$ cat src/rtl/adc_spi_responder.sv
// -----------------------------------------------------------------------------
// adc_spi_responder
//
// Emulates one 10-bit serial ADC channel on the far end of an SPI link. Each
// chip-select frame shifts out LEAD_ZEROS zero bits, the held sample MSB first,
// then trailing zeros up to FRAME_LEN bits. Data changes after each serial-clock
// falling edge so the reader can sample on the rising edge.
//
// Optional build macro: ADC_RESP_RAMP_EN
//   defined   : frame value comes from an internal ramp counter that advances
//               on every completed frame; sample_in/sample_valid are ignored
//               and underrun is never raised.
//   undefined : frame value comes from the hold register loaded by
//               sample_valid, with underrun reporting.
//
// Ports
//   clk           in   system clock, all logic on its rising edge
//   reset         in   synchronous active-high reset
//   SPI_clk       in   serial clock from the reader (asynchronous)
//   CS            in   active-low chip select from the reader (asynchronous)
//   sample_in     in   [DATA_W] next sample value
//   sample_valid  in   loads sample_in into the hold register
//   SPI_Data_out  out  serial data to the reader
//   busy          out  high while a frame is in progress
//   frame_done    out  one-cycle pulse when a complete frame ends
//   frame_abort   out  one-cycle pulse when CS rises before FRAME_LEN edges
//   underrun      out  one-cycle pulse when a frame starts on a stale sample
// -----------------------------------------------------------------------------
module adc_spi_responder #(
  parameter int DATA_W     = 10,
  parameter int LEAD_ZEROS = 4,
  parameter int FRAME_LEN  = 16
) (
  input  logic              clk,
  input  logic              reset,
  input  logic              SPI_clk,
  input  logic              CS,
  input  logic [DATA_W-1:0] sample_in,
  input  logic              sample_valid,
  output logic              SPI_Data_out,
  output logic              busy,
  output logic              frame_done,
  output logic              frame_abort,
  output logic              underrun
);

  localparam int TRAIL_ZEROS = FRAME_LEN - LEAD_ZEROS - DATA_W;
  localparam int CNT_W       = $clog2(FRAME_LEN + 1);
  localparam logic [CNT_W-1:0] CNT_LAST = CNT_W'(FRAME_LEN);

  typedef enum logic [1:0] {
    S_IDLE,
    S_SHIFT,
    S_TAIL
  } state_e;

  // ---------------------------------------------------------------------------
  // Synchronizers: [0] and [1] are the two metastability stages, [2] is the
  // history flop used for edge detection.
  // ---------------------------------------------------------------------------
  logic [2:0] sclk_sync_q;
  logic [2:0] cs_sync_q;

  // NOTE: the synchronizer chains carry no reset on purpose. They simply track
  // the pins, so a reset while CS is held low cannot manufacture a false CS
  // edge when the chain would otherwise be forced to an idle value.
  always_ff @(posedge clk) begin
    sclk_sync_q <= {sclk_sync_q[1:0], SPI_clk};
    cs_sync_q   <= {cs_sync_q[1:0], CS};
  end

  logic sclk_fall;
  logic cs_fall;
  logic cs_rise;

  assign sclk_fall = sclk_sync_q[2] & ~sclk_sync_q[1];
  assign cs_fall   = cs_sync_q[2]   & ~cs_sync_q[1];
  assign cs_rise   = ~cs_sync_q[2]  &  cs_sync_q[1];

  // ---------------------------------------------------------------------------
  // Frame state
  // ---------------------------------------------------------------------------
  state_e               state_q;
  logic [FRAME_LEN-1:0] shift_q;
  logic [CNT_W-1:0]     cnt_q;
  logic                 busy_q;
  logic                 frame_done_q;
  logic                 frame_abort_q;
  logic                 underrun_q;

  logic                 frame_start;
  logic                 frame_end_ok;
  logic [DATA_W-1:0]    frame_value;
  logic                 stale_sample;
  logic [FRAME_LEN-1:0] frame_word_d;

  assign frame_start = (state_q == S_IDLE) & cs_fall;

  // A CS rise counts as a completed frame once all FRAME_LEN edges were seen,
  // including the single cycle where SHIFT holds a full count before TAIL.
  assign frame_end_ok = cs_rise &
                        ((state_q == S_TAIL) |
                         ((state_q == S_SHIFT) & (cnt_q == CNT_LAST)));

  assign frame_word_d = FRAME_LEN'(frame_value) << TRAIL_ZEROS;

`ifdef ADC_RESP_RAMP_EN
  // ---------------------------------------------------------------------------
  // Ramp source: value advances only on completed frames.
  // ---------------------------------------------------------------------------
  logic [DATA_W-1:0] ramp_q;
  logic              unused_sample_inputs;

  assign unused_sample_inputs = ^{sample_in, sample_valid};

  always_ff @(posedge clk) begin
    if (reset) begin
      ramp_q <= '0;
    end else if (frame_end_ok) begin
      ramp_q <= ramp_q + DATA_W'(1);
    end
  end

  assign frame_value  = ramp_q;
  assign stale_sample = 1'b0;
`else
  // ---------------------------------------------------------------------------
  // Hold register and freshness flag. A sample arriving in the same cycle as a
  // frame start misses that frame but remains fresh for the next one.
  // ---------------------------------------------------------------------------
  logic [DATA_W-1:0] hold_q;
  logic              fresh_q;

  // NOTE: every register below is state, so it is written with non-blocking
  // assignments only; blocking writes here would make read order matter.
  always_ff @(posedge clk) begin
    if (reset) begin
      hold_q  <= '0;
      fresh_q <= 1'b0;
    end else begin
      if (sample_valid) begin
        hold_q <= sample_in;
      end
      if (frame_start) begin
        fresh_q <= sample_valid;
      end else if (sample_valid) begin
        fresh_q <= 1'b1;
      end
    end
  end

  assign frame_value  = hold_q;
  assign stale_sample = ~fresh_q;
`endif

  // ---------------------------------------------------------------------------
  // Frame FSM with registered status outputs.
  // ---------------------------------------------------------------------------
  always_ff @(posedge clk) begin
    if (reset) begin
      state_q       <= S_IDLE;
      shift_q       <= '0;
      cnt_q         <= '0;
      busy_q        <= 1'b0;
      frame_done_q  <= 1'b0;
      frame_abort_q <= 1'b0;
      underrun_q    <= 1'b0;
    end else begin
      frame_done_q  <= 1'b0;
      frame_abort_q <= 1'b0;
      underrun_q    <= 1'b0;

      unique case (state_q)
        S_IDLE: begin
          if (cs_fall) begin
            shift_q    <= frame_word_d;
            cnt_q      <= '0;
            underrun_q <= stale_sample;
            busy_q     <= 1'b1;
            state_q    <= S_SHIFT;
          end
        end

        S_SHIFT: begin
          // cs_rise has priority over a coincident sclk_fall.
          if (cs_rise) begin
            frame_done_q  <= frame_end_ok;
            frame_abort_q <= ~frame_end_ok;
            busy_q        <= 1'b0;
            state_q       <= S_IDLE;
          end else if (cnt_q == CNT_LAST) begin
            state_q <= S_TAIL;
          end else if (sclk_fall) begin
            shift_q <= {shift_q[FRAME_LEN-2:0], 1'b0};
            cnt_q   <= cnt_q + CNT_W'(1);
          end
        end

        S_TAIL: begin
          if (cs_rise) begin
            frame_done_q <= 1'b1;
            busy_q       <= 1'b0;
            state_q      <= S_IDLE;
          end
        end

        default: begin
          busy_q  <= 1'b0;
          state_q <= S_IDLE;
        end
      endcase
    end
  end

  // Built only from registers; the shift register is all zeros by TAIL and the
  // state term masks leftover bits after an abort.
  assign SPI_Data_out = shift_q[FRAME_LEN-1] & (state_q == S_SHIFT);
  assign busy         = busy_q;
  assign frame_done   = frame_done_q;
  assign frame_abort  = frame_abort_q;
  assign underrun     = underrun_q;

endmodule
$ cat config.mk
export PLATFORM = sky130hd
export DESIGN_NAME = adc_spi_responder
export DESIGN_NICKNAME = d
export VERILOG_FILES = /design/src/rtl/adc_spi_responder.sv
export SDC_FILE = /design/constraint.sdc
export NUM_CORES = 1
export LEC_CHECK = 0
export ABC_AREA = 0
export BUFFER_PORTS_ARGS = -buffer_cell sky130_fd_sc_hd__buf_2
export CORE_ASPECT_RATIO = 0.8
export CORE_MARGIN = 10
export CORE_UTILIZATION = 45
export CTS_CLUSTER_SIZE = 8
export DETAILED_ROUTE_END_ITERATION = 8
export MAX_ROUTING_LAYER = met4
export PLACE_DENSITY = 0.75
export SYNTH_ARGS = -nofsm -noshare
export SYNTH_HDL_FRONTEND = slang
export SYNTH_SLANG_ARGS = --single-unit
$ cat constraint.sdc
create_clock -name clk -period 4.4 [get_ports clk]
set_input_delay 0.22 -clock clk [delete_from_list [all_inputs] [get_ports clk]]
set_output_delay 0.22 -clock clk [all_outputs]
set_load 0.01 [all_outputs]
; ---- Word-level counts from Yosys, hierarchy flattened
; Index checks and enable logic that the tools add are counted.
[totals]
latch_bits = 0
mem_bits_rw = 0
output_inout_bits = 5
inputBits = 15
reg_bits = 44
n_memories = 0
romBits = 0
word_cells = 71
[op_classes]
magnitude_cmp = 0
n_bitwise = 17
mul = 0
shift = 0
addsub = 1
reduce_logical = 9
div = 0
n_mux = 23
eq_ne = 10
[op_table]
columns = operator, n
row1 = two-way mux 16 bit, 4
row2 = case mux 16 bit (2 select lines), 1
row3 = two-way mux 5 bit, 4
row4 = "!= test 2 bit, second input constant", 5
row5 = case mux 5 bit (2 select lines), 1
row6 = NOT 1 bit, 9
row7 = two-way mux 2 bit, 4
row8 = AND 1 bit, 7
row9 = two-way mux 1 bit, 6
row10 = case mux 2 bit (3 select lines), 1
row11 = OR reduction 3 bit, 2
row12 = "adder 5 x 1 -> 5 bit, second input constant", 1
row13 = "equality test 5 bit, second input constant", 1
row14 = AND reduction 5 bit, 1
row15 = case mux 1 bit (2 select lines), 2
row16 = nonzero test 2 bit, 2
row17 = "!= test 3 x 2 -> 1 bit, second input constant", 1
row18 = AND reduction 3 bit, 1
row19 = "equality test 2 x 1 -> 1 bit, second input constant", 1
row20 = "equality test 2 bit, second input constant", 1
row21 = logical NOT 2 bit, 1
row22 = "!= test 2 x 1 -> 1 bit, second input constant", 1
row23 = AND reduction 2 bit, 1
row24 = OR reduction 2 bit, 1
row25 = bitwise OR 1 bit, 1

; ---- Logic depth before layout (Yosys ltp)
[depth]
word_depth = 6
depth_mapped = 7
mapped_depth_nobuf = 6

; ---- Worst setup path before layout
; Ideal clock, no wire load.
[synth_timing]
path_type = register to register
from = reg state_q[1]
to = reg shift_q[12]
path_stages_with_launch = 8
path_slack_ns = 2.619
setup_time_ns = 0.119
required_ns = 4.281
path_buffers = 1
arrival_time_ns = 1.662
path_cell_list = dfxtp_1 inv_1 ha_1 clkbuf_1 inv_1 nor4_4 nand2_1 o221a_2
[synth_via]
elab_chain_cells = 3
word_cells_on_any_way = 9
[synth_lines]
columns = item, line
row1 = from (decl), 83  ; state_e state_q;
row2 = from (signal assigned), 161  ; state_q <= S_IDLE;
row3 = from (signal assigned), 180  ; state_q <= S_SHIFT;
row4 = from (signal assigned), 190  ; state_q <= S_IDLE;
row5 = equality test 2 x 1 -> 1 bit / logical NOT 2 bit (equally long branches), 173  ; unique case (state_q)
row6 = != test 2 bit (no source line) / nonzero test 2 bit (equally long branches), -
row7 = AND reduction 5 bit (no source line), -
row8 = to (signal assigned), 176  ; shift_q <= frame_word_d;
row9 = to (signal assigned), 194  ; shift_q <= {shift_q[FRAME_LEN-2:0], 1'b0};
row10 = to (decl), 84  ; logic [FRAME_LEN-1:0] shift_q;
; Several ways; a longest one is shown, not always the timed one.
; A chain may end at the register's enable or synchronous reset.

; ---- Final worst setup path
[layout_timing]
from = reg state_q[1]
to = reg shift_q[13]
; The elaborated chain is that of the path after synthesis.

==> qor.txt <==
CP Capture Type -> flip-flop
Clock skew -> 0.006479 ns
Syn nets -> 203
TritonCTS buffer count -> 5
Pin count of the biggest net entering global routing -> 47
Met1 Routed Length -> 1742 um
Final Hold Viols -> 0
Critical Path RT -> 4.58 ns
Area post-placement -> 1987 um2
Post-synth top cells -> dfxtp_1 (42), nor2_1 (23), mux2i_1 (20), nor2b_1 (10), mux2_2 (9)
Initial antenna violation count -> 0
P&R area growth vs syn -> 13.32%
Storage cell area -> 840.8 um2
Post-route ant nets -> 0
CTS sink cnt -> 42
Unrepaired setup endpoints after global routing -> false
Row count -> 20
Yosys warnings -> 0
Relative slew slack -> 50.48%
Crit path DAT -> 2.30 ns
Final core utilization -> 54.06%
Final Cell Area -> 2097 um2
Final WL -> 3202 um
Die Span X -> 91.70 um
First-pass GRT wire length -> 5561 um
Tot GR Track Use -> 9.500%
Asr flop ratio synth -> 0%
GP Congestion -> 0.8165
MaxCap Viol Count -> 0
Power density over cell area -> 472.7 nW/um2
Max incr delay on CP -> 0.50 ns
Crit path buffers/inverters -> 3
Crit path kind -> reg -> reg
Worst-Skew Late Latency -> 0.29 ns
Setup bufs post-CTS -> 0
Initial core utilization -> 47.71%
Slowest cell on the critical path -> nor4_4
Clock Pin Slew Worst Setup and Hold Paths -> 0.08 ns
Root Driver -> clkbuf_8
Post-Synthesis Cells -> 183
Actual slew at the worst max-slew pin -> 0.7427 ns
Met2 WL -> 1279 um
Min-Delay Path Class -> in -> reg
Pleak -> 0.8492 nW
Fillers -> 357
Detailed Routing Iterations Pass 1 -> 4
Yosys cell types -> 37
Startpoint Class -> flip-flop
Post-synth top flop -> dfxtp_1
Worst Path Max Fanout -> 23
DP Wirelength -> 2273 um
#FFs+latches synth -> 42
Synth area leaders -> dfxtp_1 (45%), mux2i_1 (11%), mux2_2 (5.5%)
Synth top area share -> 45.44%
Cts hold-fix bufs -> 0
Avg Synthesized Cell Area -> 10.11 um2
Drt wl/cell -> 12.46 um
Core area -> 3879 um2
CP Cell Sequence -> inv_1 > ha_1 > buf_4 > inv_1 > nor4_4 > nand2_1 > o221a_2
Share of the yosys chip area belonging to registers -> 45.44%
Post_cts resized -> 0
Synth Cell Area -> 1851 um2
Count leader, synth -> dfxtp_1
Die extent in y -> 77.36 um
Worst-case clock buffer depth -> 2
Pins Over Slew Limit -> 0
Crit path top cell by count -> inv_1
Met3 WL post-DR -> 139 um
H-tree Lvls -> 2
Hold Slack -> 0.02845 ns
Setup tns final -> 0 ns
Ant diodes -> 0
Die ar. -> 7093 um2
CP top delay family -> simple AND/OR/NAND/NOR gates
# IOs -> 20
DR iter-0 viols -> 107
Cell taking the most area after synthesis -> dfxtp_1
CTS tree -> built
Top Metal Used -> met4
Port bufs -> 19
Maximum clock rate -> 472.4 MHz
# setup viols final -> 0
Post-synth EDFFs -> 0
Number of global-route vias before repair -> 1233
Total grt overflow -> 0
DR vias -> 1278
Final period utilization -> 48.12%
Multi-input gate area -> 948.4 um2
DRC Markers -> 0
Status -> completed
Drt via density -> 4.973
VDD IR max -> 0.2445 mV
Layout net count -> 221
Layout cells sized above 1 -> 23.27%
Min Clock Period, post-route -> 2.117 ns
layout by cell type, fill, tap and decap left out, types with 2 or more instances in the layout:
| cell type | count |
|---|---|
| buf_2 | 19 |
| nor2b_1 | 10 |
| o21ai_0 | 5 |
| clkbuf_8 | 5 |
| or3_1 | 3 |
| dfxtp_1 | 42 |
| nand2_1 | 4 |
| inv_1 | 7 |
| o221ai_1 | 2 |
| and2_1 | 2 |
| nand4b_1 | 2 |
| nor2_1 | 23 |
| o221a_2 | 5 |
| nor3_1 | 2 |
| mux2i_1 | 20 |
| nand3_1 | 5 |
| mux2_2 | 9 |
| ha_1 | 5 |
| nand2b_1 | 4 |
| a21oi_1 | 8 |
kinds of logic after synthesis:
| group | after synthesis | synth area share, % |
|---|---|---|
| AND/OR/NAND/NOR | 63 | 19.13 |
| flip-flops | 42 | 45.44 |
| multiplexers | 29 | 16.29 |
| AO/OA/AOI/OAI | 28 | 12.44 |
| buffers and inverters | 16 | 3.313 |
| adder cells (fa/ha/maj) | 5 | 3.381 |
layout make-up:
cell class / count / share of cell area [%]
clock buffers: 6 / 3.461
clock inverters: 2 / 1.790
inverters: 7 / 1.253
multi-input cells: 125 / 45.23
flip-flops and latches: 42 / 40.10
well taps: 55 / 3.282
repair buffers: 20 / 4.893
power by group:
group	total, W	internal (W)	switching [W]
registers	0.000441	0.000419	0.0000226
clock network	0.000295	0.000169	0.000126
logic	0.000255	0.000111	0.000144
total	0.000991	0.000699	0.000292
per-layer routing:
metal | vias up | global-route usage, %
met5 | - | -
met4 | 0 | 2.769
met3 | 7 | 3.462
met2 | 25 | 13.19
met1 | 562 | 12.56
li1 | 684 | -
worst paths after layout:
| check | start | to | slack, ns | depth (start not counted) |
|---|---|---|---|---|
| worst min register to register | sclk_sync_q[0] | sclk_sync_q[1] | 0.33 | 0 |
| worst min-delay path | CS | cs_sync_q[0] | 0.03 | 1 |
| worst max register to register | state_q[1] | shift_q[13] | 2.28 | 7 |
| worst max-delay path | state_q[1] | shift_q[13] | 2.28 | 7 |
flip-flops by register name, summed over array words and instances (netlist names):
signal,count
shift_q,14
frame_value,10
cnt_q,5
cs_sync_q,3
sclk_sync_q,3
state_q,2
busy,1
frame_abort,1
frame_done,1
fresh_q,1
underrun,1
per-stage QoR:
step	std cells	total power (W)	setup WS (ns)
finish	257	0.0009912	2.283
detailed placement	249	0.0007062	2.264
floorplan	183	0.0006514	2.619
global route	257	0.001055	2.090
global placement	249	0.0007028	2.303
CTS	257	0.001004	2.256
Note: power is estimated with default switching activity, not from simulation.
